<file path="config.mk">
export PLATFORM = sky130hd
export DESIGN_NAME = alu_serial_exec
export DESIGN_NICKNAME = d
export VERILOG_FILES = /design/src/rtl/alu_pkg.sv /design/src/rtl/alu_fa_bit.sv /design/src/rtl/alu_serial_exec.sv
export SDC_FILE = /design/constraint.sdc
export NUM_CORES = 1
export LEC_CHECK = 0
export CORE_ASPECT_RATIO = 0.7
export CORE_MARGIN = 2
export CORE_UTILIZATION = 35
export CTS_CLUSTER_DIAMETER = 60
export CTS_CLUSTER_SIZE = 8
export DETAILED_ROUTE_END_ITERATION = 8
export HOLD_SLACK_MARGIN = 0.08
export MAX_ROUTING_LAYER = met4
export PLACE_DENSITY = 0.55
export SETUP_SLACK_MARGIN = 0.4
export SLEW_MARGIN = 20
export SYNTH_ARGS = -nofsm -noshare
export SYNTH_HDL_FRONTEND = slang
export SYNTH_SLANG_ARGS = --single-unit
</file>
<file path="constraint.sdc">
create_clock -name clk -period 4.9 [get_ports clk]
set_clock_uncertainty 0.1 [all_clocks]
set_input_delay 1.47 -clock clk [delete_from_list [all_inputs] [get_ports clk]]
set_output_delay 1.47 -clock clk [all_outputs]
set_load 0.01 [all_outputs]
</file>
<file path="src/rtl/alu_pkg.sv">
// Shared definitions for the Simple ALU execute stage: opcodes, FSM states,
// flag bit positions and small opcode-classification helpers.
package alu_pkg;

    localparam logic [2:0] OP_AND = 3'b000;
    localparam logic [2:0] OP_OR  = 3'b001;
    localparam logic [2:0] OP_XOR = 3'b010;
    localparam logic [2:0] OP_NOT = 3'b011;
    localparam logic [2:0] OP_ADD = 3'b100;
    localparam logic [2:0] OP_SUB = 3'b101;

    typedef enum logic [1:0] {
        IDLE   = 2'd0,
        SERIAL = 2'd1,
        DONE   = 2'd2
    } state_t;

    // Bit positions inside the packed flag vector seen by the downstream flag register
    localparam int FLAG_ZERO  = 0;
    localparam int FLAG_CARRY = 1;
    localparam int FLAG_ERR   = 2;
    localparam int FLAG_W     = 3;

    function automatic logic is_arith(input logic [2:0] code);
        return (code == OP_ADD) || (code == OP_SUB);
    endfunction

    function automatic logic is_illegal(input logic [2:0] code);
        return code[2] & code[1];
    endfunction

endpackage

</file>
<file path="src/rtl/alu_fa_bit.sv">
// One-bit full adder slice; the serial ADD/SUB path reuses a single instance
// of it once per bit.
module alu_fa_bit (
    input  logic a,
    input  logic b,
    input  logic cin,
    output logic s,
    output logic cout
);

    assign s    = a ^ b ^ cin;
    assign cout = (a & b) | (cin & (a ^ b));

endmodule

</file>
<file path="src/rtl/alu_serial_exec.sv">
// Sequenced ALU execute stage: single-cycle bitwise ops, bit-serial ADD/SUB
// through one full-adder slice, registered result and flags held until taken.
module alu_serial_exec
    import alu_pkg::*;
#(
    parameter int WIDTH = 4
) (
    input  logic             clk,
    input  logic             rst,
    input  logic             in_valid,
    output logic             in_ready,
    input  logic [2:0]       op,
    input  logic [WIDTH-1:0] a,
    input  logic [WIDTH-1:0] b,
    output logic             out_valid,
    input  logic             out_ready,
    output logic [WIDTH-1:0] result,
    output logic             flag_zero,
    output logic             flag_carry,
    output logic             flag_err
);

    localparam int CNT_W = $clog2(WIDTH);
    localparam logic [CNT_W-1:0] LAST_BIT = CNT_W'(WIDTH - 1);

    state_t           state;
    state_t           state_next;
    logic             accept;
    logic             last_bit;

    logic [WIDTH-1:0] a_q;
    logic [WIDTH-1:0] b_q;
    logic [WIDTH-1:0] sum_q;
    logic [WIDTH-1:0] sum_next;
    logic [WIDTH-1:0] result_q;
    logic [WIDTH-1:0] logic_res;
    logic [CNT_W-1:0] cnt_q;
    logic             carry_q;
    logic [FLAG_W-1:0] flags_q;

    logic             fa_s;
    logic             fa_cout;

    alu_fa_bit u_fa (
        .a    (a_q[0]),
        .b    (b_q[0]),
        .cin  (carry_q),
        .s    (fa_s),
        .cout (fa_cout)
    );

    assign last_bit = (cnt_q == LAST_BIT);
    assign sum_next = {fa_s, sum_q[WIDTH-1:1]};

    // Bitwise ops are evaluated on the request as it is accepted so the result
    // can be registered on the accepting edge.
    always_comb begin
        logic_res = '0;
        case (op)
            OP_AND:  logic_res = a & b;
            OP_OR:   logic_res = a | b;
            OP_XOR:  logic_res = a ^ b;
            OP_NOT:  logic_res = ~a;
            default: logic_res = '0;
        endcase
    end

    always_ff @(posedge clk) begin
        if (rst) begin
            state <= IDLE;
        end else begin
            state <= state_next;
        end
    end

    always_comb begin
        state_next = state;
        accept     = 1'b0;
        case (state)
            IDLE: begin
                if (in_valid) begin
                    accept     = 1'b1;
                    state_next = is_arith(op) ? SERIAL : DONE;
                end
            end
            SERIAL: begin
                if (last_bit) begin
                    state_next = DONE;
                end
            end
            DONE: begin
                if (out_ready) begin
                    state_next = IDLE;
                end
            end
            default: state_next = IDLE;
        endcase
    end

    // Operands shift right so the adder always sees bit 0; sums enter at the
    // MSB of a scratch register so the visible result only changes on completion.
    always_ff @(posedge clk) begin
        if (rst) begin
            a_q      <= '0;
            b_q      <= '0;
            sum_q    <= '0;
            cnt_q    <= '0;
            carry_q  <= 1'b0;
            result_q <= '0;
            flags_q  <= '0;
        end else if (accept) begin
            a_q     <= a;
            b_q     <= (op == OP_SUB) ? ~b : b;
            carry_q <= (op == OP_SUB);
            sum_q   <= '0;
            cnt_q   <= '0;
            if (!is_arith(op)) begin
                result_q            <= logic_res;
                flags_q[FLAG_ZERO]  <= (logic_res == '0);
                flags_q[FLAG_CARRY] <= 1'b0;
                flags_q[FLAG_ERR]   <= is_illegal(op);
            end
        end else if (state == SERIAL) begin
            a_q     <= a_q >> 1;
            b_q     <= b_q >> 1;
            carry_q <= fa_cout;
            sum_q   <= sum_next;
            cnt_q   <= cnt_q + CNT_W'(1);
            if (last_bit) begin
                result_q            <= sum_next;
                flags_q[FLAG_ZERO]  <= (sum_next == '0);
                flags_q[FLAG_CARRY] <= fa_cout;
                flags_q[FLAG_ERR]   <= 1'b0;
            end
        end
    end

    assign in_ready   = (state == IDLE);
    assign out_valid  = (state == DONE);
    assign result     = result_q;
    assign flag_zero  = flags_q[FLAG_ZERO];
    assign flag_carry = flags_q[FLAG_CARRY];
    assign flag_err   = flags_q[FLAG_ERR];

endmodule

</file>
Word level (Yosys, flattened, before mapping)
Index checks and enable logic that the tools add are counted.
{ "classes": {"bitwise": 11, "n_div": 0, "eq_ne": 12, "reduce_logical": 10, "muxes": 23, "n_lt_le_gt_ge": 0, "mul": 0, "shifts": 0, "n_addsub": 1} }
{ "op_table": {"columns": ["op", "count"], "rows": [
  ["two-way mux 4 bit", 9],
  ["case mux 4 bit (4 select lines)", 1],
  ["two-way mux 3 bit", 4],
  ["logical NOT 4 bit", 2],
  ["two-way mux 2 bit", 4],
  ["inverter 4 bit", 2],
  ["equality test 3 x 2 -> 1 bit, second input constant", 2],
  ["equality test 3 bit, second input constant", 2],
  ["!= test 2 bit, second input constant", 3],
  ["case mux 2 bit (3 select lines)", 1],
  ["AND reduction 3 bit", 2],
  ["AND 4 bit", 1],
  ["equality test 2 bit, second input constant", 2],
  ["two-way mux 1 bit", 4],
  ["OR 4 bit", 1],
  ["nonzero test 2 bit", 2],
  ["XOR 4 bit", 1],
  ["AND 1 bit", 3],
  ["equality test 3 x 1 -> 1 bit, second input constant", 1],
  ["logical NOT 3 bit", 1],
  ["adder 2 x 1 -> 2 bit, second input constant", 1],
  ["equality test 2 x 1 -> 1 bit, second input constant", 1],
  ["logical NOT 2 bit", 1],
  ["!= test 2 x 1 -> 1 bit, second input constant", 1],
  ["other kinds (4)", 5]
]} }
{ "totals": {"elab_cells": 65, "mem_count": 0, "ramBits": 0, "latchBits": 0, "output_inout_bits": 9, "mem_bits_ro": 0, "inputBits": 15, "ff_bits": 24} }

Longest topological paths before layout
{ "depth": {"word_depth": 6, "ltp_mapped": 7, "ltp_nobuf": 7} }

Modules after synthesis
From an unflattened synthesis, not the netlist that was laid out.
{ "hier_totals": {"hier_cells": 154, "area_unflattened_um2": 1312.5} }
{ "by_module_without_submodules": {"columns": ["module", "n_inst", "cells_per_inst", "area_per_inst_um2"], "rows": [
  ["alu_serial_exec", 1, 153, 1292.5],
  ["alu_fa_bit", 1, 1, 20.0]
]} }

Worst setup path after synthesis
Ideal clock, no wire load.
{ "synth_path": {"path_kind": "input to register", "start": "in a[0]", "end": "reg flags_q[0]", "stages": 6, "arrival_time_ns": 2.701, "required_ns": 4.714, "setup_slack_ns": 2.013, "cell_sequence": "inv_1 -> ha_1 -> mux4_2 -> nor3_2 -> o21ai_1 -> a221oi_2"} }
{ "synth_via": {"elab_chain_len": 5, "elab_cells_between_ends": 8} }
{ "synth_lines": {"columns": ["element", "line_no", "rtl"], "rows": [
  ["start: declaration", "alu_serial_exec.sv:13", "input logic [WIDTH-1:0] a,"],
  ["XOR 4 bit (tied with other cells)", "alu_serial_exec.sv:62", "OP_XOR: logic_res = a ^ b;"],
  ["case mux 4 bit (4 select lines) (*)", "alu_serial_exec.sv:59", "case (op)"],
  ["logical NOT 4 bit (*)", "alu_serial_exec.sv:119", "flags_q[FLAG_ZERO] <= (logic_res == '0);"],
  ["two-way mux 3 bit (*)", "alu_serial_exec.sv:117", "if (!is_arith(op)) begin"],
  ["two-way mux 3 bit (*)", "alu_serial_exec.sv:111", "end else if (accept) begin"],
  ["end signal: indexed assignment", "alu_serial_exec.sv:119", null],
  ["end signal: indexed assignment", "alu_serial_exec.sv:121", "flags_q[FLAG_ERR] <= is_illegal(op);"],
  ["end signal: indexed assignment", "alu_serial_exec.sv:131", "flags_q[FLAG_ZERO] <= (sum_next == '0);"],
  ["end: declaration", "alu_serial_exec.sv:39", "logic [FLAG_W-1:0] flags_q;"]
]} }
Every way passes the cells marked *; elsewhere a longest branch is shown, timed or not. The select of a mux whose other input is x is not followed.
A chain may end at the register's enable or synchronous reset.

Worst setup path in the final report
{ "layout_path": {"start": "in b[0]", "end": "reg flags_q[0]"} }
{ "layout_via": {"elab_chain_len": 5, "elab_cells_between_ends": 7} }
{ "layout_lines": {"columns": ["element", "line_no", "rtl"], "rows": [
  ["start: declaration", "alu_serial_exec.sv:14", "input logic [WIDTH-1:0] b,"],
  ["XOR 4 bit (tied with other cells)", "alu_serial_exec.sv:62", null],
  ["case mux 4 bit (4 select lines) (*)", "alu_serial_exec.sv:59", null],
  ["logical NOT 4 bit (*)", "alu_serial_exec.sv:119", null],
  ["two-way mux 3 bit (*)", "alu_serial_exec.sv:117", null],
  ["two-way mux 3 bit (*)", "alu_serial_exec.sv:111", null]
]} }
Marks and branches as above.

==> flow_metrics.py <==
metrics = {
    "clocking": {
        "h-tree-depth": 1,
        "ctsRootBufferMaster": "clkbuf_8",
        "cts.clk_slew.worst_paths_ns": 0.08,
        "cts_resized": 0,
        "clock_sinks": 23,
        "cts_buffers": 3,
        "ctsHoldBuffers": 0,
        "clk_latency_ns": 0.26,
        "cts_buffer_depth": 2,
        "cts_tree": "built",
        "post_cts_buffers": 0,
    },
    "synthesis": {
        "synth_cell_types": 31,
        "syn_area_um2": 1280,
        "synth_seq_area_share_pct": 36.1,
        "ys.flop_type": "dfxtp_1",
        "syn_avg_cell_area_um2": 8.45,
        "synth.ff_latch_count": 23,
        "synth-edff-count": 0,
        "async_flop_share_pct": 0,
        "synthCells": 151,
        "synth_warnings": 0,
        "synth_nets": 176,
    },
    "power_and_ir_drop": {
        "p_leak_nw": 0.594,
        "p_sw_share_pct": 27.8,
        "intPower_mw": 0.299,
        "pwr-share-clk_pct": 28.1,
        "ir_drop_mv": 0.165,
        "power_density_nw_per_um2": 261,
        "combinationalPowerShare_pct": 22.6,
        "total_power_mw": 0.415,
        "pwr-share-seq_pct": 49.3,
        "p_sw_mw": 0.115,
    },
    "timing": {
        "worst_pin_slew_ns": 0.738,
        "setup_ws_ns": 1.62,
        "grt_setup_unrepaired": "false",
        "final_hold_viol_count": 0,
        "post-route-period-util_pct": 67.0,
        "max_freq_mhz": 304,
        "post-route-min-period_ns": 3.28,
        "final_max_slew_viol_count": 0,
        "tns_ns": 0,
        "setup_viol": 0,
        "hold_slack_ns": 0.363,
        "slew_headroom_pct": 50.6,
    },
    "die": {
        "die_y_um": 54.5,
        "start_util_pct": 36.3,
        "die_x_um": 76.2,
        "core_um2": 3510,
        "rows": 18,
        "ios": 24,
        "die_area_um2": 4150,
    },
    "global_routing": {
        "antenna_found_initial": 0,
        "grt_max_degree": 20,
        "grt-ovfl-total": 0,
        "grt_pass1_vias": 1134,
        "grtUsageTotal_pct": 17.3,
        "grt_pass1_wl_mm": 5.40,
    },
    "critical_path": {
        "crit_type": "in2reg",
        "worstPathMaxFanout": 3,
        "r2r_end": "result[0]",
        "rr_worst_depth": 5,
        "r2r-start": "state[0]",
        "crit_path_start": "b[0]",
        "worstPathArrival_ns": 3.36,
        "critPathRequiredTime_ns": 4.97,
        "startpoint_type": "input pin",
        "rrSetupSlack_ns": 3.15,
        "crit_path_end": "flags_q[0]",
        "end_kind": "flip-flop",
    },
    "place": {
        "dpl-instance-area_um2": 1540,
        "port_buffers": 23,
        "dpl.hpwl_mm": 2.41,
        "post-place-ws_ns": 1.34,
        "gp_congestion": 0.903,
    },
    "detailed_routing": {
        "viasPerCell": 5.09,
        "antenna_left": 0,
        "dr.pass1.iters": 4,
        "dr_total_vias": 1125,
        "routedWlPerCell_um": 13.9,
        "drcViolationCount": 0,
        "drt_iter0_drc": 51,
        "wl_mm": 3.08,
    },
    "cells_and_area": {
        "drive_above_1_share_pct": 5.85,
        "area_growth_pct": 24.3,
        "layout_common_cells": "dfxtp_1, clkdlybuf4s50_1, nand2_1",
        "n_antenna_cell": 0,
        "design_area_um2": 1590,
        "final_nets": 197,
    },
    "run": {
        "max_cap_violations": 0,
    },
    "run_status": {
        "status": "completed",
    },
    "worst_hold_path": {
        "min_path_type": "reg2reg",
    },
}
-- worst min-delay path by stage --
stage	cells after the start	from	slack (ns)	endpoint
after floorplan	2	a_q[1]	0.34	a_q[1]
after global placement	2	result[1]	0.35	result[1]
after detailed placement	2	result[1]	0.35	result[1]
after CTS	2	result[1]	0.36	result[1]
after global routing	2	flags_q[0]	0.39	flags_q[0]
final	2	a_q[0]	0.36	a_q[0]
-- stage by stage --
stage	std cells	utilization [%]
after floorplan	151	-
after global placement	217	43.8
after detailed placement	217	43.8
after CTS	221	45.2
after global routing	221	45.2
final	221	45.2
-- cell usage after synthesis (all sizes together), types with 2 or more instances --
cell    number  area share, %
clkinv       2           0.59
dfxtp       23             36
a311oi       3            2.1
nor2b        3            1.5
o21ai        2           0.78
a221oi       2            1.9
nor2        11            3.2
nand2       22            6.5
a32oi        4            2.7
nand2b       3            1.5
ha           9            8.8
inv         17            5.0
buf          4            1.4
nor3         5            2.4
xnor2        5            3.4
nand3        3            1.2
a21oi       15            5.9
mux4         4            7.1
clkbuf       3           0.88
a22oi        3            1.8
-- worst max-delay path, cell delays in order --
cell and delay (ns):
clkdlybuf4s50_1 0.55, inv_1 0.07, ha_1 0.27, mux4_2 0.49, nor3_2 0.19, o21ai_1 0.09
a221oi_2 0.23
-- cell families after synthesis --
| kind of cell | Yosys count | share of synthesized area [%] |
|---|---|---|
| AO/OA/AOI/OAI | 34 | 17.9 |
| XOR/XNOR | 5 | 3.43 |
| adder cells (fa/ha/maj) | 10 | 10.4 |
| buffers and inverters | 26 | 7.84 |
| flip-flops | 23 | 36.1 |
| multiplexers | 4 | 7.06 |
| AND/OR/NAND/NOR | 49 | 17.3 |
-- power groups by stage --
| stage | sequential (mW) | clock, mW | combinational [mW] |
|---|---|---|---|
| after floorplan | 0.209 | 0 | 0.0544 |
| after global placement | 0.208 | 0 | 0.0919 |
| after detailed placement | 0.209 | 0 | 0.0935 |
| after CTS | 0.204 | 0.122 | 0.0938 |
| after global routing | 0.206 | 0.130 | 0.104 |
| final | 0.204 | 0.117 | 0.0937 |
-- routing by layer --
metal | up-vias | wire length [um] | global-route usage (%)
met5 | - | 0 | -
met4 | 0 | 12 | 1.82
met3 | 2 | 164 | 4.13
met2 | 27 | 1370 | 31.0
met1 | 543 | 1530 | 21.2
li1 | 553 | - | -
-- final cells by class --
class                           count  area (um2)
Fill cell                         355        1930
Multi-Input combinational cell    102         716
Sequential cell                    23         460
Timing Repair Buffer               23         230
Inverter                           19        71.3
Tap cell                           50        62.6
Clock buffer                        3        41.3
Clock inverter                      1        5.00
-- state kept, by name (all words and copies together) (netlist names) --
signal   cells
b_q          4
state        2
result       4
carry_q      1
sum_q        3
flags_q      3
a_q          4
cnt_q        2
Note: power is estimated with default switching activity, not from simulation.
